--- src/rtl/bcd_pkg.sv ---
`default_nettype none
// ============================================================================
//  Module   : bcd_pkg
//  Purpose  : Shared constants, state encoding and helper functions for the
//             sequential BCD-to-binary converter.
//  Revision : 1.0  initial release
// ============================================================================
package bcd_pkg;

   // Width of one packed BCD digit
   localparam int BCD_DIGIT_W = 4;

   // Largest legal decimal digit value
   localparam logic [BCD_DIGIT_W-1:0] BCD_MAX_DIGIT = 4'd9;

   // Converter state encoding
   localparam logic [1:0] S_IDLE = 2'd0;
   localparam logic [1:0] S_CONV = 2'd1;
   localparam logic [1:0] S_DONE = 2'd2;

   // Ceiling log2, usable in constant expressions
   function automatic int bcd_clog2(input int v);
      int r;
      r = 0;
      while ((longint'(1) << r) < longint'(v)) r++;
      return r;
   endfunction

   // 10^n, used to check that the binary field can hold every BCD word
   function automatic longint bcd_pow10(input int n);
      longint r;
      r = 1;
      for (int i = 0; i < n; i++) r = r * 10;
      return r;
   endfunction

endpackage
`default_nettype wire

--- src/rtl/bcd_to_bin_seq_if.sv ---
`default_nettype none
// ============================================================================
//  Module   : bcd_to_bin_seq_if
//  Purpose  : Input (BCD word) and output (binary result) handshake channels
//             of the BCD-to-binary converter.
//  Revision : 1.0  initial release
// ============================================================================
interface bcd_to_bin_seq_if
   import bcd_pkg::*;
#(
   parameter int DIGITS = 2,
   parameter int BIN_W  = 7
);

   logic                            in_valid;
   logic                            in_ready;
   logic [BCD_DIGIT_W*DIGITS-1:0]   bcd_in;
   logic                            out_valid;
   logic                            out_ready;
   logic [BIN_W-1:0]                bin_out;
   logic                            err;

   // Producer of BCD words and consumer of results
   modport master (
      output in_valid,
      output bcd_in,
      output out_ready,
      input  in_ready,
      input  out_valid,
      input  bin_out,
      input  err
   );

   // The converter itself
   modport slave (
      input  in_valid,
      input  bcd_in,
      input  out_ready,
      output in_ready,
      output out_valid,
      output bin_out,
      output err
   );

endinterface
`default_nettype wire

--- src/rtl/bcd_digit_corr.sv ---
`default_nettype none
// ============================================================================
//  Module   : bcd_digit_corr
//  Purpose  : Per-digit correction of the reverse double-dabble step:
//             subtract 3 from a digit that is 8 or more after the shift.
//  Revision : 1.0  initial release
// ============================================================================
module bcd_digit_corr
   import bcd_pkg::*;
(
   input  logic [BCD_DIGIT_W-1:0] i_digit,
   output logic [BCD_DIGIT_W-1:0] o_digit
);

   // A digit >= 8 after a right shift carried a half-ten (5) in from the
   // digit above; binary weight 8 minus decimal weight 5 leaves 3 to remove.
   always_comb begin
      o_digit = i_digit;
      if (i_digit >= 4'd8)
         o_digit = i_digit - 4'd3;
   end

endmodule
`default_nettype wire

--- src/rtl/bcd_to_bin_seq.sv ---
`default_nettype none
// ============================================================================
//  Module   : bcd_to_bin_seq
//  Purpose  : Sequential BCD-to-binary converter (reverse double-dabble).
//             One shift/correct step per clock; words containing a digit
//             above 9 are rejected with err instead of being converted.
//  Revision : 1.0  initial release
// ============================================================================
module bcd_to_bin_seq
   import bcd_pkg::*;
#(
   parameter int DIGITS = 2,
   parameter int BIN_W  = 7
)(
   input  logic               clk,
   input  logic               reset,
   bcd_to_bin_seq_if.slave    bus
);

   localparam int c_BCD_W  = BCD_DIGIT_W * DIGITS;
   localparam int c_WORK_W = c_BCD_W + BIN_W;
   localparam int c_CNT_W  = bcd_clog2(BIN_W) + 1;
   localparam logic [c_CNT_W-1:0] c_LAST = c_CNT_W'(BIN_W - 1);

   // The binary field must be able to hold the largest decimal word
   generate
      if ((longint'(1) << BIN_W) < bcd_pow10(DIGITS)) begin : g_bad_width
         $error("bcd_to_bin_seq: BIN_W too small for DIGITS");
      end
   endgenerate

   logic [1:0]            r_state;
   logic [c_WORK_W-1:0]   r_work;
   logic [c_CNT_W-1:0]    r_cnt;
   logic                  r_out_valid;
   logic [BIN_W-1:0]      r_bin;
   logic                  r_err;

   logic [c_WORK_W-1:0]   w_shift;
   logic [c_WORK_W-1:0]   w_next;
   logic                  w_bad;

   assign w_shift = r_work >> 1;

   // Binary field passes straight through the step; only BCD digits correct
   assign w_next[BIN_W-1:0] = w_shift[BIN_W-1:0];

   genvar g;
   generate
      for (g = 0; g < DIGITS; g++) begin : g_corr
         bcd_digit_corr u_corr (
            .i_digit (w_shift[BIN_W + g*BCD_DIGIT_W +: BCD_DIGIT_W]),
            .o_digit (w_next [BIN_W + g*BCD_DIGIT_W +: BCD_DIGIT_W])
         );
      end
   endgenerate

   // Flag an incoming word holding any digit above 9
   always_comb begin
      w_bad = 1'b0;
      for (int d = 0; d < DIGITS; d++) begin
         if (bus.bcd_in[d*BCD_DIGIT_W +: BCD_DIGIT_W] > BCD_MAX_DIGIT)
            w_bad = 1'b1;
      end
   end

   // Control FSM, working register and registered result outputs
   always_ff @(posedge clk or posedge reset) begin
      if (reset) begin
         r_state     <= S_IDLE;
         r_work      <= '0;
         r_cnt       <= '0;
         r_out_valid <= 1'b0;
         r_bin       <= '0;
         r_err       <= 1'b0;
      end else begin
         case (r_state)
            S_IDLE: begin
               if (bus.in_valid) begin
                  r_work  <= {bus.bcd_in, {BIN_W{1'b0}}};
                  r_cnt   <= '0;
                  r_bin   <= '0;
                  r_err   <= w_bad;
                  r_state <= S_CONV;
               end
            end
            S_CONV: begin
               if (r_err) begin
                  // Rejected word: report after one cycle, result stays 0
                  r_out_valid <= 1'b1;
                  r_state     <= S_DONE;
               end else begin
                  r_work <= w_next;
                  r_cnt  <= r_cnt + c_CNT_W'(1);
                  if (r_cnt == c_LAST) begin
                     r_bin       <= w_next[BIN_W-1:0];
                     r_out_valid <= 1'b1;
                     r_state     <= S_DONE;
                  end
               end
            end
            S_DONE: begin
               if (bus.out_ready) begin
                  r_out_valid <= 1'b0;
                  r_state     <= S_IDLE;
               end
            end
            default: begin
               r_state     <= S_IDLE;
               r_out_valid <= 1'b0;
            end
         endcase
      end
   end

   assign bus.in_ready  = (r_state == S_IDLE);
   assign bus.out_valid = r_out_valid;
   assign bus.bin_out   = r_bin;
   assign bus.err       = r_err;

endmodule
`default_nettype wire
--- src/flat_wrapper.sv ---
// flat-port wrapper written by rule: the top's interface ports become plain ports
module bcd_to_bin_seq_flat import bcd_pkg::*;
#(
   parameter int DIGITS = 2,
   parameter int BIN_W  = 7
)
  (clk, reset, bus_in_valid, bus_bcd_in, bus_out_ready, bus_in_ready, bus_out_valid, bus_bin_out, bus_err);
  bcd_to_bin_seq_if #(.DIGITS(DIGITS), .BIN_W(BIN_W)) bus_i ();
  input  logic clk;
  input  logic reset;
  input wire logic [$bits(bus_i.in_valid)-1:0] bus_in_valid;
  input wire logic [$bits(bus_i.bcd_in)-1:0] bus_bcd_in;
  input wire logic [$bits(bus_i.out_ready)-1:0] bus_out_ready;
  output wire logic [$bits(bus_i.in_ready)-1:0] bus_in_ready;
  output wire logic [$bits(bus_i.out_valid)-1:0] bus_out_valid;
  output wire logic [$bits(bus_i.bin_out)-1:0] bus_bin_out;
  output wire logic [$bits(bus_i.err)-1:0] bus_err;
  assign bus_i.in_valid = bus_in_valid;
  assign bus_i.bcd_in = bus_bcd_in;
  assign bus_i.out_ready = bus_out_ready;
  assign bus_in_ready = bus_i.in_ready;
  assign bus_out_valid = bus_i.out_valid;
  assign bus_bin_out = bus_i.bin_out;
  assign bus_err = bus_i.err;
  bcd_to_bin_seq #(.DIGITS(DIGITS), .BIN_W(BIN_W)) u_core (.clk(clk), .reset(reset), .bus(bus_i));
endmodule
--- config.mk ---
export PLATFORM = sky130hd
export DESIGN_NAME = bcd_to_bin_seq_flat
export DESIGN_NICKNAME = d
export VERILOG_FILES = /design/src/rtl/bcd_pkg.sv /design/src/rtl/bcd_to_bin_seq_if.sv /design/src/rtl/bcd_digit_corr.sv /design/src/rtl/bcd_to_bin_seq.sv /design/src/flat_wrapper.sv
export SDC_FILE = /design/constraint.sdc
export NUM_CORES = 1
export LEC_CHECK = 0
export BUFFER_PORTS_ARGS = -buffer_cell sky130_fd_sc_hd__clkbuf_2
export CAP_MARGIN = 10
export CORE_MARGIN = 8
export CORE_UTILIZATION = 50
export DETAILED_ROUTE_END_ITERATION = 8
export PLACE_DENSITY = 0.72
export SYNTH_ARGS = -nofsm -noshare
export SYNTH_HDL_FRONTEND = slang
export SYNTH_SLANG_ARGS = --single-unit
--- constraint.sdc ---
create_clock -name clk -period 1.3 [get_ports clk]
set_clock_uncertainty 0.1 [all_clocks]
set_input_delay 0.325 -clock clk [delete_from_list [all_inputs] [get_ports clk]]
set_output_delay 0.325 -clock clk [all_outputs]
set_load 0.01 [all_outputs]
Word-level counts from Yosys, hierarchy flattened. Index checks and enable logic that the tools add are counted.

Bits in read-only memories: 0. Memory bits (writable): 0. Memories: 0. Flip-flop bits (word level): 30. Output and inout bits: 10. Bits in latches: 0.

Multiplexer cells: 23. Divide/modulo/power cells: 0. Order comparisons: 4. Equality and inequality tests: 8. Bitwise gates (word level): 1. Multiply operators: 0. Reductions and logical operators: 7. Shift-type cells: 0. $add $sub $neg: 3.

Operators by type and width (number): 15-bit 2-to-1 mux (2); 15-bit case mux with 2 select lines (1); 7-bit 2-to-1 mux (3); 4-bit 2-to-1 mux (4); 7-bit case mux with 2 select lines (1); 3-bit AND reduction (3); 4-bit greater-than comparator (second input constant) (2); 2-bit 2-to-1 mux (4); 4-bit case mux with 2 select lines (1); 2-bit != test (second input constant) (3); 2-bit case mux with 3 select lines (1); 1-bit 2-to-1 mux (5); 4-bit by 1-bit adder with 4-bit output (second input constant) (1); 4-bit by 3-bit equality test with 1-bit output (second input constant) (1); 3-bit by 4-bit >= comparator with 1-bit output (second input constant) (1); 4-bit >= comparator (second input constant) (1); 4-bit AND reduction (1); 3-bit by 2-bit subtractor with 4-bit output (second input constant) (1); 4-bit by 2-bit subtractor with 4-bit output (second input constant) (1); 3-bit by 1-bit != test with 1-bit output (second input constant) (1); 1-bit case mux with 3 select lines (1); 2-bit by 1-bit equality test with 1-bit output (second input constant) (1); 2-bit equality test (second input constant) (1); 2-bit logical NOT (1); other kinds (4) (4).

Longest topological paths before layout. Gate-level depths: netlist of run 1.

Depth after elaboration: 4. Gate-level depth with buffers: 7. Mapped depth without buffers: 6.

Cells and area by module. Synthesis of run 1 repeated with hierarchy kept, for this count alone.

Cell total of the unflattened synthesis: 138. Area total of the unflattened synthesis: 1587.8 um^2.

Modules (own cells, without submodules): bcd_to_bin_seq (area each 1435.1 um^2, instances 1, cells each 116); bcd_digit_corr (area each 76.3 um^2, instances 2, cells each 11).

Worst setup path before layout of run 1. OpenSTA, ideal clock, no wires.

Path type: register to register. Start point: register u_core.r_err (netlist: u_core.bus.err). End point: register u_core.r_work[8]. Buffers on the path: 1. Cell stages (with the launch flop): 5. Data arrival time: 1178 ps. Setup slack: -104 ps. Cells stage by stage: dfrtp_1 buf_6 nand2b_1 a21o_2 a221o_1.

Cells in the longest elaborated chain, start to end: 2.

Ends and longest elaborated chain: from (decl) (line bcd_to_bin_seq.sv:37) `logic r_err;`; from (signal assigned) (line bcd_to_bin_seq.sv:83) `r_err <= w_bad;`; 2-bit != test (no line); 3-bit AND reduction (no line); to (signal assigned) (line bcd_to_bin_seq.sv:80) `r_work <= {bus.bcd_in, {BIN_W{1'b0}}};`; to (signal assigned) (line bcd_to_bin_seq.sv:93) `r_work <= w_next;`; to (decl) (line bcd_to_bin_seq.sv:33) `logic [c_WORK_W-1:0] r_work;`.

Every way passes these cells. A chain may end at the register's enable or synchronous reset.

Worst setup path after layout of run 1.
Start point: register u_core.r_state[0]. End point: output bus_in_ready.

Cells in the longest elaborated chain, start to end: 1.

Ends and longest elaborated chain: from (decl) (line bcd_to_bin_seq.sv:32) `logic [1:0] r_state;`; from (signal assigned) (line bcd_to_bin_seq.sv:70) `r_state <= S_IDLE;`; from (signal assigned) (line bcd_to_bin_seq.sv:84) `r_state <= S_CONV;`; from (signal assigned) (line bcd_to_bin_seq.sv:91) `r_state <= S_DONE;`; 2-bit logical NOT (line bcd_to_bin_seq.sv:116) `assign bus.in_ready = (r_state == S_IDLE);`; to (decl) (line flat_wrapper.sv:14) `output wire logic [$bits(bus_i.in_ready)-1:0] bus_in_ready;`.

Every way passes these cells.

==> results of run 1 <==
==> worst max-delay path: cells and delay by family (launching register included) <==
family | cells | cell delay, ns
AND/OR/NAND/NOR | 1 | 0.07
buffers and inverters | 2 | 0.27
flip-flops | 1 | 0.47
==> metal layers <==
metal | global-route usage | up-vias
met4 | 0.05011 | 0
li1 | - | 640
met5 | 0 | -
met2 | 0.2449 | 59
met3 | 0.05866 | 18
met1 | 0.1807 | 650
==> layout by cell type (no fill, tap or decap), types with 4 or more instances in the layout <==
cell	instances
nor2_1	9
dfrtp_1	28
nand2_1	23
buf_6	6
clkbuf_2	18
clkbuf_4	5
inv_1	5
o21ai_2	4
nand3_1	6
buf_4	37
mux2i_1	4
o21ai_0	4
o21ai_1	16
==> synth_stat cells, types with 2 or more instances <==
library cell,instances,area [µm²]
a21oi_1,2,10.01
a22o_1,2,17.52
buf_2,4,20.02
buf_4,2,15.01
buf_6,2,22.52
dfrtp_1,29,725.7
ha_1,4,50.05
inv_1,5,18.77
mux2i_1,4,40.04
nand2_1,25,93.84
nand2b_1,3,18.77
nand3_1,7,35.03
nor2_1,9,33.78
nor2b_1,3,18.77
nor3b_2,2,25.02
o21a_1,2,15.01
o21ai_0,4,20.02
o21ai_1,20,100.1
xnor2_1,2,17.52
==> final timing paths <==
| path | depth (start not counted) | start | to |
|---|---|---|---|
| hold reg to reg | 2 | u_core.r_work[7] | u_core.r_work[7] |
| max in group asynchronous | 4 | reset | u_core.r_state[0] |
| setup / recovery | 3 | u_core.r_state[0] | bus_in_ready |
| setup reg to reg | 7 | u_core.r_state[1] | u_core.bus.bin_out[2] |
| hold / removal | 2 | bus_bcd_in[1] | u_core.r_work[8] |
| min in group asynchronous | 4 | reset | u_core.r_cnt[1] |
==> registers in the layout, indices dropped and copies added (netlist names) <==
| register | cells |
|---|---|
| u_core.r_work | 14 |
| u_core.r_cnt | 4 |
| u_core.bus.out_valid | 1 |
| u_core.bus.err | 1 |
| u_core.r_state | 2 |
| u_core.bus.bin_out | 7 |
==> cells by family (layout without fill, tap and decap cells) <==
family	Yosys count	in the layout	synth area share
fa+ha+maj	4	4	0.03491
compound gates	40	40	0.1702
mux	5	5	0.03578
xor+xnor	3	3	0.01833
flops	29	29	0.5061
buf+inv	14	79	0.05584
simple gates	53	53	0.1789
==> through the flow <==
step / power, mW / setup slack [ns] / cells / cell area (µm²) / setup TNS [ns]
2_1_floorplan: 2.459 / -0.09623 / 148 / 1468 / -0.8833
3_3_place_gp: 3.078 / -0.1957 / 215 / 1727 / -2.173
3_5_place_dp: 3.126 / -0.1643 / 215 / 1727 / -2.566
4_1_cts: 4.341 / -0.2724 / 232 / 1953 / -5.255
5_1_grt: 4.980 / -0.3049 / 244 / 2135 / -6.957
6_report: 4.730 / -0.2646 / 244 / 2135 / -5.701
==> repair_timing <==
item / 4_1_cts / 5_1_grt
hold endpoints to repair: 29 / 0
setup endpoints to repair: 30 / 39
pin swaps: 3 / 7
hold buffers: 1 / 0
cloned: 0 / 1
setup buffers: 8 / 11
resized for setup: 11 / 19
==> power by group through the flow <==
| stage | combinational [mW] | clock [mW] | sequential [mW] |
|---|---|---|---|
| after floorplan | 1.10 | 0 | 1.36 |
| after global placement | 1.72 | 0 | 1.36 |
| after detailed placement | 1.75 | 0 | 1.38 |
| after CTS | 2.05 | 0.948 | 1.34 |
| after global routing | 2.61 | 0.989 | 1.38 |
| final | 2.43 | 0.943 | 1.36 |
==> cell type report <==
type | count | area, µm²
fillers | 171 | 599.3
multi-input cells | 105 | 737.0
flip-flops and latches | 29 | 726.9
inverters | 5 | 18.77
clock inverters | 3 | 65.06
well taps | 31 | 38.79
repair buffers | 66 | 510.5
clock buffers | 5 | 37.54
==> flow_metrics.tcl, run 1 <==
set metrics [dict create \
    met3_wirelength_um 252 \
    p_int_mw 3.061 \
    p_leak_nw 1.034 \
    synth-seq-area-share 0.5061 \
    drv_cap 0 \
    sequentialPowerShare 0.287 \
    cp.arrival_ns 1.14 \
    htree_num_levels 2 \
    wl_met1_mm 1.690 \
    rsz0062_at_grt "yes" \
    finalSetupViolCount 30 \
    dp_hpwl_mm 2.341 \
    critPathMaxStageDelay_ns 0.47 \
    nets 228 \
    violations "negative setup slack" \
    met2WireLength_mm 2.014 \
    drive_gt1_frac 0.4460 \
    clockRootBuffer "clkbuf_4" \
    firstDrtPassIters 5 \
    via_per_inst 5.602 \
    grt_pass1_wl_mm 6.003 \
    num_antenna_cells 0 \
    crit_chain "buf_6 > nor2_1 > buf_2" \
    grt_pass1_vias 1295 \
    cts_buffer_depth 2 \
    top_level_ports 22 \
    ir_drop_uv 1878 \
    max_slew_margin 0.7475 \
    remaining_drc_errors 0 \
    end_kind "output pin" \
    fin_crit_ns 1.565 \
    fp.dieH_um 69.55 \
    tritoncts "built" \
    ys_seq_elements 29 \
    die_area_um2 4837 \
    top_layer "met4" \
    crit_path_top_delay_cell "dfrtp_2" \
    start_util 0.5245 \
    finalWorstSetupSlack_ns -0.2646 \
    crit_required_ns 0.88 \
    clkTransAtPathRegs_ns 0.10 \
    portBuffers 21 \
    synth_area_per_cell_um2 9.688 \
    p_per_area_nw_per_um2 2216 \
    final_util 0.7808 \
    synthCells 148 \
    post_synth_num_cell_types 36 \
    grt_max_degree 30 \
    drtAntennaViolNets 0 \
    p_comb_frac 0.514 \
    hp-class "in -> reg" \
    drt_iter0_drc 126 \
    antenna_found_initial 0 \
    area_growth_pct 48.87 \
    synth_enable_flop_cells 0 \
    clock_latency_ns 0.34 \
    cts_buffers 5 \
    cp-start-kind "register" \
    place_congestion 0.7625 \
    clkPwrFrac 0.199 \
    wl_per_cell_um 16.74 \
    synth_ff_type "dfrtp_1" \
    period_share 1.204 \
    synth-warning-count 0 \
    p_sw_mw 1.669 \
    core_um2 2734 \
    clock.fmax_ghz 0.6392 \
    routed_wl_mm 4.085 \
    grt_overflow 0 \
    cts_sinks 29 \
    reg2reg_slack_ns -0.26 \
    syn_area_um2 1434 \
    vias 1367 \
    std_cell_rows 19 \
    grt_usage 0.1522 \
    slew_violations 0 \
    swShare 0.3529 \
    hold_viol 0 \
    cp_max_fo 6 \
    tightest_slew_ns 0.3788 \
    outcome "finished, violations left" \
    die_x_um 69.55 \
    criticalPathCategory "reg -> out" \
    async_flop_share 1.000 \
    whs_ns 0.1345 \
    synthesis.nets 164 \
]
(Power assumes the default switching activity.)
==> run 2, diff against run 1 <==
Settings changed: ABC_AREA set to 1, CORE_UTILIZATION 50 to 49, PLACE_DENSITY 0.72 to 0.71.
==> flow_metrics.tcl, run 2 <==
set metrics [dict create \
    synth_top_area_frac 0.5188 \
    grt_usage 0.1358 \
    drive_gt1_frac 0.3514 \
    cts_sinks 29 \
    p_per_area_nw_per_um2 2089 \
    final_cell_mix "48 x nand2_1, 28 x dfrtp_1, 23 x buf_4" \
    synth_common_cells "54 x nand2_1, 29 x dfrtp_1, 23 x nand3_1" \
    met3_wirelength_um 189 \
    top_level_ports 22 \
    portBuffers 21 \
    finalSetupViolCount 27 \
    num_antenna_cells 0 \
    cp_top_family "flip-flops" \
    p_leak_nw 1.054 \
    area_growth_pct 36.40 \
    fin_crit_ns 1.475 \
    max_slew_margin 0.7587 \
    tritoncts "built" \
    synthesis.nets 184 \
    largest_register "u_core.r_work" \
    ir_drop_uv 1637 \
    crit_path_top_delay_cell "dfrtp_1" \
    tightest_slew_ns 0.3620 \
    std_cell_rows 19 \
    die_x_um 69.43 \
    async_flop_share 1.000 \
    slew_violations 0 \
    synth-warning-count 0 \
    fillers 188 \
    die_area_um2 4821 \
    cts_buffer_depth 2 \
    clock.fmax_ghz 0.6778 \
    synth_top_area_cell "dfrtp_1" \
    syn_area_um2 1399 \
    crit_chain "nor2_2 > buf_2" \
    core_um2 2734 \
    drv_cap 0 \
    cp-start-kind "register" \
    nets 237 \
    via_per_inst 5.289 \
    post_synth_num_cell_types 21 \
    fin_tns_setup_ns -2.148 \
    multi_input_comb_area_um2 658.1 \
    wl_per_cell_um 13.47 \
    clockRootBuffer "clkbuf_4" \
    grt_pass1_vias 1227 \
    cts_buffers 5 \
    grt_max_degree 30 \
    antenna_found_initial 0 \
    clkTransAtPathRegs_ns 0.10 \
    drt_iter0_drc 43 \
    fp.dieH_um 69.43 \
    synth-seq-area-share 0.5188 \
    worst-path-buf-inv 1 \
    synth_ff_type "dfrtp_1" \
    cp.arrival_ns 1.05 \
    grt_pass1_wl_mm 5.388 \
    layout_commonest_cell "nand2_1" \
    firstDrtPassIters 4 \
    synthTopCellsByArea "dfrtp_1 52%, nand2_1 14%, nand3_1 8.2%, o21ai_0 3.9%, ha_1 3.6%" \
    dp_hpwl_mm 2.225 \
    seqCellArea_um2 726.9 \
    criticalPathCategory "reg -> out" \
    top_layer "met4" \
    violations "negative setup slack" \
    end_kind "output pin" \
    met2WireLength_mm 1.738 \
    synth.most_common_cell "nand2_1" \
    synth_enable_flop_cells 0 \
    outcome "finished, violations left" \
    period_share 1.135 \
    htree_num_levels 2 \
    synth_area_per_cell_um2 8.326 \
    finalWorstSetupSlack_ns -0.1754 \
    whs_ns 0.1149 \
    synthCells 168 \
    hp-class "in -> reg" \
    crit_required_ns 0.88 \
    ys_seq_elements 29 \
    remaining_drc_errors 0 \
    drtAntennaViolNets 0 \
    wl_met1_mm 1.427 \
    hold_viol 0 \
    rsz0062_at_grt "yes" \
    routed_wl_mm 3.409 \
    cp_max_fo 3 \
    clock_latency_ns 0.33 \
    start_util 0.5117 \
    largest_reg_flops 14 \
    grt_overflow 0 \
    critPathMaxStageDelay_ns 0.43 \
    vias 1338 \
    place_congestion 0.7739 \
]
## run 2: cell types whose count changed in the layout (fill, tap and decap cells not counted), moves of 4 or more
| cell | change |
|---|---|
| buf_4 | -14 |
| inv_1 | +4 |
| mux2i_1 | -4 |
| nand2_1 | +25 |
| nand3_1 | +15 |
| nand4_1 | +6 |
| o21ai_0 | +5 |
| o21ai_1 | -11 |
| o21ai_2 | -4 |
## run 2: path summary, 6_finish.rpt
path / from / end / slack, ns / cells past startpoint
setup reg to reg: u_core.r_state[0] / u_core.r_work[9] / -0.15 / 7
setup / recovery: u_core.r_state[0] / bus_in_ready / -0.18 / 2
hold reg to reg: u_core.r_work[1] / u_core.r_work[1] / 0.39 / 2
max in group asynchronous: reset / u_core.bus.err / 0.33 / 4
hold / removal: bus_bcd_in[3] / u_core.r_work[10] / 0.11 / 3
min in group asynchronous: reset / u_core.r_cnt[2] / 0.47 / 4
## run 2: tightest hold or removal path, delay by kind of cell
family / cells / cell delay (ns)
and+or+nand+nor: 2 / 0.10
buffers and inverters: 1 / 0.09
## run 2: logic make-up (layout without fill, tap and decap cells)
kind of cell | count (synthesis) | in the layout | share of synthesized area
adders and majority gates | 4 | 4 | 0.03578
and+or+nand+nor | 99 | 99 | 0.3184
AOI/OAI and AO/OA | 17 | 17 | 0.06350
buffers and inverters | 19 | 73 | 0.06350
DFF | 29 | 29 | 0.5188
## run 2: final cells by class
cell class                      instances  area share
Sequential cell                        29      0.3810
Multi-Input combinational cell        120      0.3449
Inverter                               14     0.03148
Clock inverter                          2    0.005246
Tap cell                               31     0.02033
Timing Repair Buffer                   51      0.1954
Clock buffer                            6     0.02164
## run 2: timing repair
action                                 CTS  global route
pin swaps                                4            12
hold buffers                             1             0
cloned                                   0             1
resized for setup                       17            14
endpoints found under the hold margin   29             0
setup buffers                            8             8
setup endpoints to repair               23            38
## run 2: metal layers
metal / vias to the layer above / global-route usage
met3: 7 / 0.04149
li1: 664 / -
met1: 625 / 0.1538
met5: - / 0
met4: 0 / 0.08200
met2: 42 / 0.2182
## run 2: through the flow
stage | cells | power [mW] | setup slack (ns) | instance area, µm² | util
finish | 253 | 3.986 | -0.1754 | 1908 | 0.6979
global route | 253 | 4.254 | -0.2347 | 1908 | 0.6979
CTS | 244 | 3.659 | -0.1529 | 1773 | 0.6485
detailed placement | 227 | 2.832 | -0.04470 | 1602 | 0.5858
global placement | 227 | 2.753 | -0.0007024 | 1602 | 0.5858
floorplan | 168 | 2.330 | 0.01123 | 1404 | -
## run 2: power breakdown
part / leakage, nW / switching, mW / internal, mW / total [mW]
logic: 0.639 / 1.15 / 0.968 / 2.12
registers: 0.383 / 0.183 / 1.16 / 1.34
clock network: 0.0320 / 0.321 / 0.205 / 0.526
==> run 3, diff against run 2 <==
Settings changed: GPL_TIMING_DRIVEN set to 0, SETUP_SLACK_MARGIN set to 0.5.
==> flow_metrics.tcl, run 3 (synthesized netlist as in run 2, its figures left out) <==
set metrics [dict create \
    largest_register "u_core.r_work" \
    final_area_um2 1810 \
    critPathMaxStageDelay_ns 0.47 \
    tightest_slew_ns 0.6231 \
    place_congestion 0.8224 \
    p_leak_nw 0.9783 \
    final_cell_mix "50 x nand2_1, 26 x dfrtp_1, 23 x nand3_1" \
    drive_gt1_frac 0.3208 \
    antenna_found_initial 0 \
    fin_crit_ns 1.449 \
    std_cell_rows 19 \
    ir_drop_uv 1485 \
    portBuffers 21 \
    grt_overflow 0 \
    post-place-cells 220 \
    period_share 1.115 \
    htree_num_levels 2 \
    outcome "finished, violations left" \
    cts_sinks 29 \
    dp_hpwl_mm 2.173 \
    cts_buffers 5 \
    fin_tns_setup_ns -2.082 \
    crit_chain "inv_1 > nand2_2 > nor2_4 > nand2_1 > nand2_1 > nand2_1" \
    violations "negative hold slack, negative setup slack" \
    cts_buffer_depth 2 \
    start_util 0.5117 \
    core_um2 2734 \
    hold_viol 29 \
    whs_ns -0.04022 \
    top_level_ports 22 \
    placed_cell_area_um2 1575 \
    reg2reg_slack_ns -0.15 \
    worst-path-buf-inv 1 \
    hp-class "in -> async" \
    vias 1253 \
    crit_path_end "u_core.bus.out_valid" \
    cp.arrival_ns 1.57 \
    rr_startpoint "u_core.r_state[1]" \
    grt_max_degree 30 \
    grt_pass1_wl_mm 5.264 \
    cp_top_family "simple AND/OR/NAND/NOR gates" \
    startpoint "u_core.r_state[1]" \
    fillers 228 \
    clock_latency_ns 0.32 \
    grt_pass1_vias 1232 \
    criticalPathCategory "reg -> reg" \
    via_per_inst 5.156 \
    crit_required_ns 1.42 \
    firstDrtPassIters 5 \
    drv_cap 0 \
    cp-start-kind "register" \
    clockRootBuffer "clkbuf_4" \
    cpMostUsedCell "nand2_1" \
    max_slew_margin 0.5837 \
    clock.fmax_ghz 0.6901 \
    rsz0062_at_grt "yes" \
    crit_path_top_delay_cell "dfrtp_2" \
    area_growth_pct 29.43 \
    end_kind "register" \
    largest_reg_flops 14 \
    fp.dieH_um 69.43 \
    drtAntennaViolNets 0 \
    slew_violations 0 \
    tritoncts "built" \
    routed_wl_mm 3.236 \
    drt_iter0_drc 44 \
    p_per_area_nw_per_um2 2045 \
    die_area_um2 4821 \
    nets 227 \
    rr_worst_depth 6 \
    cp_max_fo 8 \
    power_mw 3.702 \
    finalWorstSetupSlack_ns -0.1490 \
    remaining_drc_errors 0 \
    r2r-end "u_core.bus.out_valid" \
    layout_commonest_cell "nand2_1" \
    num_antenna_cells 0 \
    fin_cells 243 \
    worstSetupPathDepth 6 \
    finalSetupViolCount 28 \
    die_x_um 69.43 \
    grt_usage 0.1324 \
    clkTransAtPathRegs_ns 0.09 \
    wl_per_cell_um 13.32 \
]
## run 3: cell types whose count changed in the layout (fill, tap and decap cells not counted), sizes merged
cell	before	now
buf	29	23
clkbuf	27	24
clkinvlp	0	1
dlygate4sd3	1	0
inv	14	13
## run 3: stage by stage
step                      setup WS (ns)    util
after floorplan                 0.04087       -
after global placement          -0.1141  0.5762
after detailed placement        -0.1339  0.5762
after CTS                       -0.1607  0.6174
after global routing            -0.2574  0.6622
final                           -0.1490  0.6622
## run 3: worst min-delay path by stage
stage                                       end  cells after the start  startpoint  slack (ns)
after floorplan           u_core.bus.bin_out[0]                      1       reset        0.13
after global placement    u_core.bus.bin_out[5]                      2       reset        0.32
after detailed placement        u_core.r_cnt[3]                      2       reset        0.33
after CTS                       u_core.r_cnt[3]                      2       reset       -0.03
after global routing           u_core.r_work[3]                      2       reset       -0.02
final                         u_core.r_work[10]                      2       reset       -0.04
## run 3: power breakdown
part | internal, mW | switching (mW)
Clock | 0.206 | 0.301
Sequential | 1.17 | 0.223
Combinational | 0.777 | 1.03
## run 3: layer usage
metal  GRT usage  routed length, µm  up-vias
li1            -                  -      635
met1      0.1357               1428      592
met2      0.2305               1640       24
met3     0.06009                147        2
met4     0.04784                 19        0
met5           0                  0        -
## run 3: timing repair
action                                 4_1_cts  5_1_grt
pin swaps                                    1        2
setup endpoints to repair                   39       39
cloned                                       0        1
buffers inserted                             7        7
endpoints found under the hold margin       29       29
gates resized for setup                      3       19
## run 3: layout make-up
type	count	area [µm²]	share of cell area
plain buffers	5	52.55	0.02903
clock buffers	6	41.29	0.02281
clock inverters	2	10.01	0.005529
inverters	14	58.81	0.03248
multi-input cells	120	641.9	0.3545
flip-flops and latches	29	729.5	0.4029
well taps	31	38.79	0.02142
repair buffers	36	237.7	0.1313
## run 3: worst reg2reg max path, cell delays in order (launching register included)
cell and delay, ns:
dfrtp_2 0.47, inv_1 0.11, nand2_2 0.14, nor2_4 0.22, nand2_1 0.13, nand2_1 0.12
nand2_1 0.06
